`src/rtl/monox_pkg.sv`:
```
// Shared definitions for the monox result drain.
//   state_t        : drain FSM states
//   N_EFF_HEADROOM : n_eff saturates at ADDR_WIDTH + N_EFF_HEADROOM (4 banks = 2 extra index bits)
//   sat_n()        : clamps a requested log2 length to what the banks can hold
//   calc_words()   : words per lane, W = max(1, (1 << n_eff) >> 2)
package monox_pkg;

   localparam int N_EFF_HEADROOM = 2;

   typedef enum logic [1:0] {
      ST_IDLE  = 2'd0,
      ST_READ  = 2'd1,
      ST_DRAIN = 2'd2
   } state_t;

   function automatic int sat_n(input int n, input int addr_width);
      return (n > addr_width + N_EFF_HEADROOM) ? addr_width + N_EFF_HEADROOM : n;
   endfunction

   function automatic int calc_words(input int n_eff);
      int w;
      w = (1 << n_eff) >> 2;
      return (w == 0) ? 1 : w;
   endfunction

endpackage

```
`src/rtl/monox_result_drain_if.sv`:
```
// Read port bundle for the yellow and green 4-bank result memories.
//   o_addr_y/g : per-lane bank addresses (lane k = [k*ADDR_WIDTH +: ADDR_WIDTH])
//   o_en_y/g   : bank read enables
//   i_data_y/g : bank read data, BRAM_READ_LATENCY cycles after the enable
// master = drain side, slave = memory side.
interface monox_result_drain_if #(
   parameter int DATA_WIDTH = 64,
   parameter int ADDR_WIDTH = 12
);
   logic [4*ADDR_WIDTH-1:0] o_addr_y;
   logic [4*ADDR_WIDTH-1:0] o_addr_g;
   logic                    o_en_y;
   logic                    o_en_g;
   logic [4*DATA_WIDTH-1:0] i_data_y;
   logic [4*DATA_WIDTH-1:0] i_data_g;

   modport master (
      output o_addr_y, o_addr_g, o_en_y, o_en_g,
      input  i_data_y, i_data_g
   );

   modport slave (
      input  o_addr_y, o_addr_g, o_en_y, o_en_g,
      output i_data_y, i_data_g
   );
endinterface

```
`src/rtl/monox_valid_pipe.sv`:
```
// Enable-gated shift register tracking which cycles carry a BRAM read.
//   clk, rst : clock, asynchronous active-high reset
//   i_en     : advance enable; low holds every stage
//   i_bit    : bit entering stage 0
//   o_tail   : last stage (read data is valid at the memory output)
module monox_valid_pipe #(
   parameter int DEPTH = 2
) (
   input  logic clk,
   input  logic rst,
   input  logic i_en,
   input  logic i_bit,
   output logic o_tail
);
   logic [DEPTH-1:0] pipe_q;
   logic [DEPTH-1:0] pipe_d;

   always_comb begin
      pipe_d = pipe_q;
      if (i_en) begin
         pipe_d[0] = i_bit;
         for (int i = 1; i < DEPTH; i++) begin
            pipe_d[i] = pipe_q[i-1];
         end
      end
   end

   always_ff @(posedge clk or posedge rst) begin
      if (rst) pipe_q <= '0;
      else     pipe_q <= pipe_d;
   end

   assign o_tail = pipe_q[DEPTH-1];
endmodule

```
`src/rtl/monox_result_drain.sv`:
```
// Reads the yellow and green result banks back in lockstep and streams them
// out as 4-lane beats for the next monox pass.
//   clk, rst    : clock, asynchronous active-high reset
//   i_en        : global enable; low freezes all state and masks o_en / o_valid
//   i_start     : start pulse, only looked at in IDLE
//   i_n         : log2 coefficient count, captured (saturated) on start
//   bram        : read port to both bank groups (master side)
//   o_data_y/g  : registered output beat
//   o_valid     : beat valid (no back-pressure: a beat is consumed in the cycle
//                 o_valid is high; it is never repeated or held for a consumer)
//   o_n         : captured n while busy, 0 in IDLE
//   o_done      : pulses with the final beat
//   o_dbg_state : current FSM state
module monox_result_drain
   import monox_pkg::*;
#(
   parameter int DATA_WIDTH        = 64,
   parameter int INDEX_WIDTH       = 13,
   parameter int ADDR_WIDTH        = INDEX_WIDTH - 1,
   parameter int BRAM_READ_LATENCY = 2,
   parameter int POWER_WIDTH       = 4
) (
   input  logic                    clk,
   input  logic                    rst,
   input  logic                    i_en,
   input  logic                    i_start,
   input  logic [POWER_WIDTH-1:0]  i_n,
   monox_result_drain_if.master    bram,
   output logic [4*DATA_WIDTH-1:0] o_data_y,
   output logic [4*DATA_WIDTH-1:0] o_data_g,
   output logic                    o_valid,
   output logic [POWER_WIDTH-1:0]  o_n,
   output logic                    o_done,
   output state_t                  o_dbg_state
);
   localparam int WW = ADDR_WIDTH + 1;

   state_t                  state_q, state_d;
   logic [POWER_WIDTH-1:0]  n_q, n_d;
   logic [WW-1:0]           words_q, words_d;
   logic [ADDR_WIDTH-1:0]   addr_q, addr_d;
   logic [ADDR_WIDTH-1:0]   beat_q, beat_d;
   logic [4*DATA_WIDTH-1:0] data_y_q, data_y_d;
   logic [4*DATA_WIDTH-1:0] data_g_q, data_g_d;
   logic                    valid_q, valid_d;

   logic                    rd_en;
   logic                    tail;
   logic                    beat_out;
   logic                    last_addr;
   logic                    last_beat;
   logic                    done;
   logic [POWER_WIDTH-1:0]  n_eff;

   assign n_eff     = POWER_WIDTH'(sat_n(int'(i_n), ADDR_WIDTH));
   assign rd_en     = i_en && (state_q == ST_READ);
   // The output register holds its beat across an i_en stall; it is only
   // presented (and counted) in enabled cycles.
   assign beat_out  = i_en && valid_q;
   assign last_addr = ({1'b0, addr_q} == (words_q - WW'(1)));
   assign last_beat = ({1'b0, beat_q} == (words_q - WW'(1)));
   assign done      = beat_out && last_beat;

   monox_valid_pipe #(
      .DEPTH (BRAM_READ_LATENCY)
   ) u_valid_pipe (
      .clk    (clk),
      .rst    (rst),
      .i_en   (i_en),
      .i_bit  (rd_en),
      .o_tail (tail)
   );

   always_comb begin
      state_d  = state_q;
      n_d      = n_q;
      words_d  = words_q;
      addr_d   = addr_q;
      beat_d   = beat_q;
      data_y_d = data_y_q;
      data_g_d = data_g_q;
      valid_d  = valid_q;

      if (beat_out) beat_d = beat_q + 1'b1;

      // Memory output is only meaningful when the read it belongs to has
      // travelled the whole latency pipe.
      if (i_en) begin
         valid_d = tail;
         if (tail) begin
            data_y_d = bram.i_data_y;
            data_g_d = bram.i_data_g;
         end
      end

      case (state_q)
         ST_IDLE: begin
            if (i_start && i_en) begin
               n_d     = n_eff;
               words_d = WW'(calc_words(int'(n_eff)));
               addr_d  = '0;
               beat_d  = '0;
               state_d = ST_READ;
            end
         end
         ST_READ: begin
            if (i_en) begin
               addr_d = addr_q + 1'b1;
               if (last_addr) state_d = ST_DRAIN;
            end
         end
         ST_DRAIN: begin
            if (done) state_d = ST_IDLE;
         end
         default: state_d = ST_IDLE;
      endcase
   end

   always_ff @(posedge clk or posedge rst) begin
      if (rst) begin
         state_q  <= ST_IDLE;
         n_q      <= '0;
         words_q  <= '0;
         addr_q   <= '0;
         beat_q   <= '0;
         data_y_q <= '0;
         data_g_q <= '0;
         valid_q  <= 1'b0;
      end else begin
         state_q  <= state_d;
         n_q      <= n_d;
         words_q  <= words_d;
         addr_q   <= addr_d;
         beat_q   <= beat_d;
         data_y_q <= data_y_d;
         data_g_q <= data_g_d;
         valid_q  <= valid_d;
      end
   end

   assign bram.o_addr_y = {4{addr_q}};
   assign bram.o_addr_g = {4{addr_q}};
   assign bram.o_en_y   = rd_en;
   assign bram.o_en_g   = rd_en;

   assign o_data_y    = data_y_q;
   assign o_data_g    = data_g_q;
   assign o_valid     = beat_out;
   assign o_done      = done;
   assign o_n         = (state_q == ST_IDLE) ? '0 : n_q;
   assign o_dbg_state = state_q;
endmodule

```
`src/flat_wrapper.sv`:
```
// flat-port wrapper written by rule: the top's interface ports become plain ports
module monox_result_drain_flat import monox_pkg::*;
#(
   parameter int DATA_WIDTH        = 64,
   parameter int INDEX_WIDTH       = 13,
   parameter int ADDR_WIDTH        = INDEX_WIDTH - 1,
   parameter int BRAM_READ_LATENCY = 2,
   parameter int POWER_WIDTH       = 4
)
  (clk, rst, i_en, i_start, i_n, o_data_y, o_data_g, o_valid, o_n, o_done, o_dbg_state, bram_o_addr_y, bram_o_addr_g, bram_o_en_y, bram_o_en_g, bram_i_data_y, bram_i_data_g);
  monox_result_drain_if #(.DATA_WIDTH(DATA_WIDTH), .ADDR_WIDTH(ADDR_WIDTH)) bram_i ();
  input  logic clk;
  input  logic rst;
  input  logic i_en;
  input  logic i_start;
  input  logic [POWER_WIDTH-1:0] i_n;
  output logic [4*DATA_WIDTH-1:0] o_data_y;
  output logic [4*DATA_WIDTH-1:0] o_data_g;
  output logic o_valid;
  output logic [POWER_WIDTH-1:0] o_n;
  output logic o_done;
  output state_t o_dbg_state;
  output wire logic [$bits(bram_i.o_addr_y)-1:0] bram_o_addr_y;
  output wire logic [$bits(bram_i.o_addr_g)-1:0] bram_o_addr_g;
  output wire logic [$bits(bram_i.o_en_y)-1:0] bram_o_en_y;
  output wire logic [$bits(bram_i.o_en_g)-1:0] bram_o_en_g;
  input wire logic [$bits(bram_i.i_data_y)-1:0] bram_i_data_y;
  input wire logic [$bits(bram_i.i_data_g)-1:0] bram_i_data_g;
  assign bram_o_addr_y = bram_i.o_addr_y;
  assign bram_o_addr_g = bram_i.o_addr_g;
  assign bram_o_en_y = bram_i.o_en_y;
  assign bram_o_en_g = bram_i.o_en_g;
  assign bram_i.i_data_y = bram_i_data_y;
  assign bram_i.i_data_g = bram_i_data_g;
  monox_result_drain #(.DATA_WIDTH(DATA_WIDTH), .INDEX_WIDTH(INDEX_WIDTH), .ADDR_WIDTH(ADDR_WIDTH), .BRAM_READ_LATENCY(BRAM_READ_LATENCY), .POWER_WIDTH(POWER_WIDTH)) u_core (.clk(clk), .rst(rst), .i_en(i_en), .i_start(i_start), .i_n(i_n), .bram(bram_i), .o_data_y(o_data_y), .o_data_g(o_data_g), .o_valid(o_valid), .o_n(o_n), .o_done(o_done), .o_dbg_state(o_dbg_state));
endmodule
```
`config.mk`:
```
export PLATFORM = sky130hd
export DESIGN_NAME = monox_result_drain_flat
export DESIGN_NICKNAME = d
export VERILOG_FILES = /design/src/rtl/monox_pkg.sv /design/src/rtl/monox_result_drain_if.sv /design/src/rtl/monox_valid_pipe.sv /design/src/rtl/monox_result_drain.sv /design/src/flat_wrapper.sv
export SDC_FILE = /design/constraint.sdc
export NUM_CORES = 1
export LEC_CHECK = 0
export ABC_CLOCK_PERIOD_IN_PS = 26300
export CORE_AREA = 5 5 434 436
export DETAILED_ROUTE_END_ITERATION = 10
export DIE_AREA = 0 0 439 441
export GPL_TIMING_DRIVEN = 0
export SKIP_LAST_GASP = 1
export SLEW_MARGIN = 20
export SYNTH_ARGS = -nofsm -noshare
export SYNTH_HDL_FRONTEND = slang
export SYNTH_SLANG_ARGS = --single-unit
```
`constraint.sdc`:
```
create_clock -name clk -period 26.3 [get_ports clk]
set_clock_uncertainty 0.2 [all_clocks]
set_input_delay 3.945 -clock clk [delete_from_list [all_inputs] [get_ports clk]]
set_output_delay 3.945 -clock clk [all_outputs]
set_load 0.02 [all_outputs]
```
==> results of run 1 <==
[cell families (layout without fill, tap and decap cells)]
kind of cell / Yosys count / count (layout) / share of synthesized area, %
AO/OA/AOI/OAI: 60 / 60 / 1.91
XOR/XNOR: 36 / 36 / 1.78
adder cells (fa/ha/maj): 3 / 3 / 0.167
buffers and inverters: 173 / 1445 / 4.41
flip-flops: 558 / 558 / 62.2
multiplexers: 515 / 515 / 25.8
other: 0 / 13 / 0
AND/OR/NAND/NOR: 159 / 159 / 3.71
[report_power, final]
group | internal [mW] | switching [mW] | total (mW) | leakage, nW
clock network | 0.573 | 0.426 | 0.999 | 1.15
logic | 0.871 | 0.958 | 1.83 | 7.81
registers | 1.12 | 0.215 | 1.33 | 6.58
total | 2.56 | 1.60 | 4.16 | 15.5
[critical path, cell delays in order]
cell and delay, ns:
clkbuf_1 0.47, inv_2 0.22, a311oi_1 0.30, o2111ai_1 0.17, nand4bb_1 0.29, nor3_1 0.29, clkdlybuf4s50_1 0.66
[placed cells by master (no fill, tap or decap), types with 11 or more instances in the layout]
cell and instances:
clkbuf_8 13, xor2_1 12, nand3_1 11, inv_1 11
clkdlybuf4s50_1 1136, nand4_1 13, clkbuf_1 87, nor2_1 34
mux2_2 513, o21ai_0 17, clkbuf_16 74, dfrtp_1 558
nand2_1 42, xnor2_1 18, buf_4 86, diode_2 13
[sequential cells by signal, summed over array words and instances, names as in the netlist]
register,cells
u_core.addr_q,12
u_core.beat_q,12
u_core.n_q,4
u_core.o_data_g,256
u_core.o_data_y,256
u_core.o_dbg_state,2
u_core.u_valid_pipe.pipe_q,2
u_core.valid_q,1
u_core.words_q,13
[through the flow]
stage / setup TNS (ns) / cells / hold slack (ns)
2_1_floorplan: 0 / 1504 / 0.231
3_3_place_gp: -964.67 / 5120 / 0.268
3_5_place_dp: 0 / 5127 / 0.260
4_1_cts: 0 / 5256 / 0.273
5_1_grt: 0 / 5264 / 0.313
6_report: 0 / 5269 / 0.270
[layout make-up]
cell class,count,area [um^2]
antenna,13,32.5
buffer,160,946
clock buffer,111,2120
clock inverter,18,233
fill,19900,145000
inverter,13,56.3
multi-input combinational,773,7500
sequential,558,14000
tap,2480,3100
timing repair buffer,1143,11500
[worst max path at each step]
stage               startpoint              endpoint  slack (ns)
floorplan                  rst      u_core.addr_q[0]        6.55
global placement           rst  u_core.o_data_g[109]       -2.07
detailed placement        i_en                o_done       15.78
CTS                       i_en                o_done       15.77
global route              i_en                o_done       15.67
finish                    i_en                o_done       15.79
[routing by layer]
metal  part of all wire [%]  global-route usage [%]
met5                  0.020                       0
met4                    2.7                    4.73
met3                     12                    7.09
met2                     49                    22.2
met1                     36                    14.6
==> summary.txt, run 1 <==
Global route
  – Residual overflow from global routing: 0
  – First-pass GRT wire length: 174 mm
  – Tot GR Track Use: 13.4%
  – Initial antenna violation count: 48
  – Vias in the first global route: 18300
  – Largest net degree at the start of global routing: 96

Power and ir drop
  – Leak: 15.5 nW
  – Pwr Total: 4.16 mW
  – VDD IR max: 61.6 uV
  – PD cells: 105 nW/um^2

Synth
  – Synth Flop Type: dfrtp_1
  – Synth Instances: 1504
  – Count leader, synth: dfrtp_1
  – Synth cell count leaders: dfrtp_1 (558), mux2_2 (513), buf_4 (85)
  – Mapped Nets: 2027
  – Synth top area cells: dfrtp_1 (62%), mux2_2 (26%), buf_4 (2.8%)
  – Syn avg cell area: 14.9 um^2
  – Yosys reg bits: 558
  – Seq/Total Area, Yosys: 62.2%
  – Synth top area share: 62.2%
  – Post-synth EDFFs: 0
  – Count of different cell masters after synthesis: 59
  – YS warnings: 0
  – Fraction of registers with async set/reset: 100%
  – Synth area leader: dfrtp_1
  – Mapped Area: 22400 um^2

Floorplanning
  – Core Footprint: 184000 um^2
  – Site row count: 158
  – Die footprint: 194000 um^2
  – DIE HEIGHT: 441 um
  – IO Count: 1138
  – Initial core utilization: 12.2%
  – Die X: 439 um

Drt
  – Via density: 3.35
  – # DRC: 0
  – WL/cell: 25.9 um
  – Router iterations before antenna repair: 5
  – Final ANT Viol Nets: 0
  – 1st-iter DRT viols: 781
  – WL final: 136 mm
  – DR vias: 17700

Worst hold path
  – Worst Hold Path Cells: 2
  – Hold Path Class: flop to flop
  – Worst Min Path Start: u_core.n_q[2]
  – Worst min-delay path endpoint: u_core.n_q[2]

Worst setup path
  – CP Max Fanout: 7
  – Startpoint types: input pin
  – Reg2Reg Capture Point: u_core.o_data_y[111]
  – Worst EP required: 22.16 ns
  – Critical path data arrival time: 6.36 ns
  – Setup CP Type: input pin to primary output
  – R2R Setup Slk: 23.22 ns
  – Reg-to-reg startpoint: u_core.u_valid_pipe.pipe_q[1]
  – R2R depth: 4
  – Nature of the critical path endpoint: primary output

Finish
  – Final core utilization: 21.4%
  – Synthesis-to-finish area growth: 76.0%
  – Layout cells sized above 1: 26.4%
  – Finished Cell Area: 39500 um^2
  – Nets: 3245

Timing
  – Endpoints failing hold: 0
  – Setup violators final: 0
  – Slew @ Worst Pin: 0.925 ns
  – Slew margin rel.: 38.2%
  – RSZ-0062 raised after global routing: no
  – Final Critical Period: 10.51 ns
  – Setup WS post-layout: 15.79 ns
  – Crit share post-route: 39.9%
  – Slew Viols, Final: 0
  – FMAX: 95.2 MHz

Clocking
  – CTS tree: built
  – Clk root buf: clkbuf_16
  – CTS Buf Count: 73
  – Post-CTS Hold Fix Bufs: 0
  – Post-CTS setup buffer count: 0
  – CTS sink cnt: 558
  – Clk_lat worst skew: 0.66 ns
  – Clock transition at the registers of the reported paths: 0.06 ns
  – Htree depth: 3
  – CTS Buffer Depth: 3
  – Post-CTS sizing: 0

Place
  – Post-DP HPWL: 116 mm
  – GPL Wtd Cong: 0.938
  – Input/output buffers: 1136
  – Post-DP Area: 37100 um^2
  – Pre-CTS setup slack: 15.78 ns

Run status
  – Status: complete, no violations

Flow run
  – Maxcap violations: 0
No activity file was read; power rests on OpenSTA's default activity.
==> inputs of run 2 (changes only) <==
--- a/config.mk
+++ b/config.mk
@@ -5,7 +5,7 @@
 export SDC_FILE = /design/constraint.sdc
 export NUM_CORES = 1
 export LEC_CHECK = 0
-export ABC_CLOCK_PERIOD_IN_PS = 26300
+export ABC_CLOCK_PERIOD_IN_PS = 10300
 export CORE_AREA = 5 5 434 436
 export DETAILED_ROUTE_END_ITERATION = 10
 export DIE_AREA = 0 0 439 441
==> constraint.sdc (replaced) <==
create_clock -name clk -period 10.3 [get_ports clk]
set_clock_uncertainty 0.2 [all_clocks]
set_input_delay 1.545 -clock clk [delete_from_list [all_inputs] [get_ports clk]]
set_output_delay 1.545 -clock clk [all_outputs]
set_load 0.02 [all_outputs]
==> summary.txt, run 2 (synthesized netlist as in run 1, its figures left out) <==
Run status
  – Status: complete, no violations

Place
  – Post-DP Area: 37400 um^2
  – Post-DP HPWL: 128 mm
  – Input/output buffers: 1136
  – Pre-CTS setup slack: 4.85 ns
  – GPL Wtd Cong: 0.892

Finish
  – Register area: 14000 um^2
  – Most common cell after layout, fill and taps aside: clkdlybuf4s50_1
  – Finished Cell Area: 40000 um^2
  – Most frequent cells in the layout: clkdlybuf4s50_1 (1136), dfrtp_1 (558), mux2_2 (513)
  – Fill cells: 19800
  – Multi-input logic area: 7500 um^2
  – Layout cells sized above 1: 27.1%
  – Nets: 3262
  – Synthesis-to-finish area growth: 78.2%
  – Final core utilization: 21.7%

Timing
  – Slew margin rel.: 21.2%
  – Slew @ Worst Pin: 1.18 ns
  – Setup violators final: 0
  – Slew Viols, Final: 0
  – Hold Slack: 0.262 ns
  – Setup WS post-layout: 4.86 ns
  – Crit share post-route: 52.8%
  – Endpoints failing hold: 0
  – RSZ-0062 raised after global routing: no
  – Final Critical Period: 5.44 ns
  – FMAX: 184 MHz

Floorplanning
  – IO Count: 1138
  – Die X: 439 um
  – Initial core utilization: 12.2%
  – Die footprint: 194000 um^2
  – Site row count: 158
  – Core Footprint: 184000 um^2
  – DIE HEIGHT: 441 um

Clocking
  – Clk_lat worst skew: 0.68 ns
  – Post-CTS sizing: 0
  – CTS tree: built
  – Post-CTS setup buffer count: 0
  – Post-CTS Hold Fix Bufs: 0
  – CTS Buffer Depth: 3
  – CTS sink cnt: 558
  – Clock transition at the registers of the reported paths: 0.05 ns
  – Htree depth: 3
  – Clk root buf: clkbuf_16
  – CTS Buf Count: 75

Flow run
  – Maxcap violations: 0

Drt
  – Final ANT Viol Nets: 0
  – # DRC: 0
  – Router iterations before antenna repair: 4
  – WL final: 148 mm
  – DR vias: 17900
  – Via density: 3.37
  – WL/cell: 27.9 um
  – 1st-iter DRT viols: 877

Worst hold path
  – Hold Path Class: flop to flop
  – Worst Min Path Start: u_core.n_q[0]
  – Worst Hold Path Cells: 2
  – Worst min-delay path endpoint: u_core.n_q[0]

Power and ir drop
  – Leak: 15.7 nW
  – Pwr Total: 10.8 mW
  – VDD IR max: 195 uV
  – PD cells: 271 nW/um^2

Worst setup path
  – R2R Setup Slk: 7.21 ns
  – Critical path data arrival time: 3.70 ns
  – Reg-to-reg startpoint: u_core.u_valid_pipe.pipe_q[1]
  – Startpoint types: flop
  – Worst EP required: 8.56 ns
  – CP Max Fanout: 7
  – Nature of the critical path endpoint: primary output
  – Setup CP Type: flop to primary output
  – Reg2Reg Capture Point: u_core.o_data_y[252]
  – R2R depth: 4

Global route
  – Vias in the first global route: 18700
  – Met1 Use GR: 15.0%
  – Tot GR Track Use: 14.6%
  – Residual overflow from global routing: 0
  – Met2 usage: 22.6%
  – Largest net degree at the start of global routing: 34
  – Met3 Use GR: 9.22%
  – First-pass GRT wire length: 186 mm
  – Busiest layer in global routing: met2
  – Initial antenna violation count: 95
[run 2: changes by cell type in the layout (fill, tap and decap cells not counted), sizes merged]
cell      before  now
bufinv         1    3
inv           20   18
clkinvlp       0    5
diode         13   30
clkinv        10   12
buf          100  115
[run 2: routing by layer]
layer / share of wire, % / up-vias
met5: 0.27 / -
met3: 14 / 274
met1: 34 / 9054
met4: 5.2 / 22
met2: 47 / 832
li1: - / 7709
[run 2: metrics by stage]
| stage | std cells | TNS, ns |
|---|---|---|
| 2_1_floorplan | 1504 | 0 |
| 3_3_place_gp | 5120 | -1884.13 |
| 3_5_place_dp | 5142 | 0 |
| 4_1_cts | 5278 | 0 |
| 5_1_grt | 5302 | 0 |
| 6_report | 5308 | 0 |
[run 2: worst max-delay path, cell delays in order, from the launching register on]
cell and delay [ns]:
dfrtp_1 0.35, buf_2 0.16, inv_1 0.08, ha_1 0.26
nor4b_1 0.61, nand2_1 0.24, a31oi_1 0.25, o2111ai_1 0.17
nor3_1 0.25, clkdlybuf4s50_1 0.67
[run 2: how the worst max path moves through the flow]
stage / start / to / cells past startpoint
floorplan: rst / u_core.addr_q[0] / 1
global placement: rst / u_core.o_data_g[156] / 2
detailed placement: i_en / bram_o_en_y / 5
CTS: u_core.words_q[0] / o_done / 9
global route: u_core.words_q[0] / o_done / 9
finish: u_core.words_q[0] / o_done / 9
[run 2: final cells by class]
class / count / area share [%]
diodes: 30 / 0.188
plain buffers: 160 / 2.36
clock buffers: 111 / 5.48
clock inverters: 25 / 0.835
inverters: 13 / 0.131
multi-input cells: 773 / 18.7
flip-flops and latches: 558 / 34.9
well taps: 2480 / 7.76
repair buffers: 1158 / 29.6
[run 2: power breakdown]
part | switching, mW | internal [mW]
Combinational | 2.54 | 2.24
Sequential | 0.499 | 2.86
Clock | 1.13 | 1.57
==> inputs of run 3 (changes only) <==
--- a/config.mk
+++ b/config.mk
@@ -5,7 +5,7 @@
 export SDC_FILE = /design/constraint.sdc
 export NUM_CORES = 1
 export LEC_CHECK = 0
-export ABC_CLOCK_PERIOD_IN_PS = 10300
+export ABC_CLOCK_PERIOD_IN_PS = 5100
 export CORE_AREA = 5 5 434 436
 export DETAILED_ROUTE_END_ITERATION = 10
 export DIE_AREA = 0 0 439 441
==> constraint.sdc (replaced) <==
create_clock -name clk -period 5.1 [get_ports clk]
set_clock_uncertainty 0.2 [all_clocks]
set_input_delay 0.765 -clock clk [delete_from_list [all_inputs] [get_ports clk]]
set_output_delay 0.765 -clock clk [all_outputs]
set_load 0.02 [all_outputs]
==> results of run 3 <==
Same layout as run 2 (identical final DEF). Status: complete, no violations.
Main changes from that run: setup slack after placement 4.85 ns -> 1.11 ns; setup slack after layout 4.86 ns -> 0.439 ns; register-to-register setup slack 7.21 ns -> 2.01 ns; total power 10.8 mW -> 21.9 mW; worst IR drop on VDD 195 uV -> 394 uV
==> RTL edit (settings of run 3) <==
Put a register stage on the outputs `o_valid`, `o_n` and `o_done`, with the module's reset. The values now appear one clock later. The other outputs are not delayed to match. Comments in the files are not updated.
--- a/src/rtl/monox_result_drain.sv
+++ b/src/rtl/monox_result_drain.sv
@@ -145,9 +145,17 @@
 
    assign o_data_y    = data_y_q;
    assign o_data_g    = data_g_q;
-   assign o_valid     = beat_out;
-   assign o_done      = done;
-   assign o_n         = (state_q == ST_IDLE) ? '0 : n_q;
+   always_ff @(posedge clk or posedge rst) begin
+      if (rst) begin
+         o_valid <= '0;
+         o_n     <= '0;
+         o_done  <= '0;
+      end else begin
+         o_valid <= beat_out;
+         o_n     <= (state_q == ST_IDLE) ? '0 : n_q;
+         o_done  <= done;
+      end
+   end
    assign o_dbg_state = state_q;
 endmodule
 
Formal check against the unedited RTL: not equivalent (a bounded check fails within 4 cycles, from zero or initial values and one cycle with rst high).
==> RTL edit against run 3 <==
Die area is the same. Total power decreased by 0.24%. Synthesized area increased by 0.67%. Highest routed layer unchanged. Sequential cell count rose by 6. Via count is 0.65% higher. Combinational power is 0.9% lower. Largest cell class unchanged. Maximum frequency grew 17%. Hold slack gained 19 ps. Sequential share of layout area grew 0.29 points. Routed wire length is 2.4% lower. Worst setup slack better by 690 ps. Final area is 0.25% higher.
==> RTL edit: results (changes against run 3) <==
routing:
  highest_layer: "met5"
  first_pass_iters: 5  # +1
  wl_met1_um: 49700  # -2.3%
  wl_met3_um: 17000  # -15%
  viasPerCell: 3.40  # +0.78%
  wl_met2_um: 72100  # +4.8%
  routed_wl_um: 144000  # -2.4%
  wl_per_cell_um: 27.2  # -2.3%
  drt_iter0_drc: 956  # +9.0%
global_route:
  grt_max_degree: 35  # +2.9%
  grt_antenna_before_repair: 62  # -35%
  met2_usage_pct: 24.2  # +1.6 points
  use_met3_pct: 7.45  # -1.8 points
  grt_pass1_vias: 18600  # -0.69%
  grt_first_pass_wirelength_um: 183000  # -1.6%
  grt_use_met1_pct: 14.8  # -0.19 points
  track_usage_pct: 14.2  # -0.40 points
layout:
  finish.net_count: 3267  # +0.15%
  fill_cells: 19900  # +0.22%
  final_layout_size_suffix_gt1_share_pct: 27.2  # +0.12 points
sta:
  worst_pin_slew_ps: 1030  # -145 ps
critical_path:
  cp.arrival_ps: 3010  # -690 ps
  slowest_stage: "clkdlybuf4s50_1"
  path_max_fanout: 6  # -1
  critPathMaxStageDelay_ps: 830  # +160 ps
  cp_top_family: "buffers and inverters"
  crit_path_start: "u_core.o_dbg_state[0]"
  timing.reg2reg.setup_slack_ps: 1940  # -70 ps
  worst-r2r-cell-count: 10  # +6
  reg2reg_from: "u_core.words_q[0]"
power:
  powerSeq_mw: 6.88  # +1%
  vdd.ir_drop.worst_mv: 0.295  # -25%
  p_leak_nw: 15.8  # +0.47%
  power_frac_comb_pct: 43.8  # -0.3 points
  p_int_mw: 13.5  # +0.48%
synthesis:
  yosys_warnings: 0  # unchanged
  synth_fp_nets: 2033  # +0.30%
  yosysSeqAreaShare_pct: 62.5  # +0.25 points
  yosys-top-cells-area: "dfrtp_1, mux2_2, buf_4"
  ys_top_cells_by_count: "dfrtp_1, mux2_2, buf_4"
  synthFlopType: "dfrtp_1"
  synthCells: 1510  # +0.40%
clock_network:
  clk_pin_slew_ps: 60
  insertion_delay_ps: 640  # -40 ps
  cts_buffers: 73  # -2.7%
placed_design:
  io_buffers: 1136  # unchanged
  place.gp.congestion: 0.919  # +3.0%
  dp_hpwl_um: 125000  # -2.7%
  dp.cells: 5149  # +0.14%
status:
  outcome: "complete, no violations"
hold_path:
  worstHoldPathType: "register to register"
  min_from: "u_core.n_q[0]"
RTL edit: metrics by stage:
stage	utilization (%)	area [µm²]	worst slack (ps)	hold WS (ps)	total power, mW
detailed placement	20.4	37600	1290	271	16.6
CTS	21.7	40100	956	210	22.2
global placement	20.1	37100	-8270	261	16.5
floorplan	-	22600	-3540	231	11.0
global route	21.8	40100	971	255	22.8
finish	21.8	40100	1130	281	21.8
RTL edit: logic make-up (layout without fill, tap and decap cells):
kind of cell | Yosys count | after routing | synth area share (%)
other | 0 | 21 | 0
multiplexers | 515 | 515 | 25.7
AO/OA/AOI/OAI | 60 | 60 | 1.89
XOR/XNOR | 36 | 36 | 1.77
flip-flops | 564 | 564 | 62.5
buffers and inverters | 173 | 1463 | 4.38
adder cells (fa/ha/maj) | 3 | 3 | 0.166
AND/OR/NAND/NOR | 159 | 159 | 3.68
RTL edit: area by class of cell:
| cell class | instances | area share [%] |
|---|---|---|
| multi-input cells | 773 | 18.7 |
| clock inverters | 19 | 0.555 |
| flip-flops and latches | 564 | 35.2 |
| diodes | 21 | 0.131 |
| plain buffers | 160 | 2.36 |
| inverters | 13 | 0.131 |
| clock buffers | 112 | 5.62 |
| well taps | 2480 | 7.74 |
| repair buffers | 1159 | 29.6 |
RTL edit: worst min-delay path, stage by stage (launching register included):
cell and delay [ps]:
dfrtp_1 340, nand2_1 50, nand2_1 50
RTL edit: final timing paths:
check,endpoint
min reg2reg,u_core.n_q[0]
min in group asynchronous,u_core.o_data_y[242]
min,u_core.n_q[0]
max,bram_o_en_g
max reg2reg,u_core.o_dbg_state[0]
max in group asynchronous,u_core.o_data_y[165]
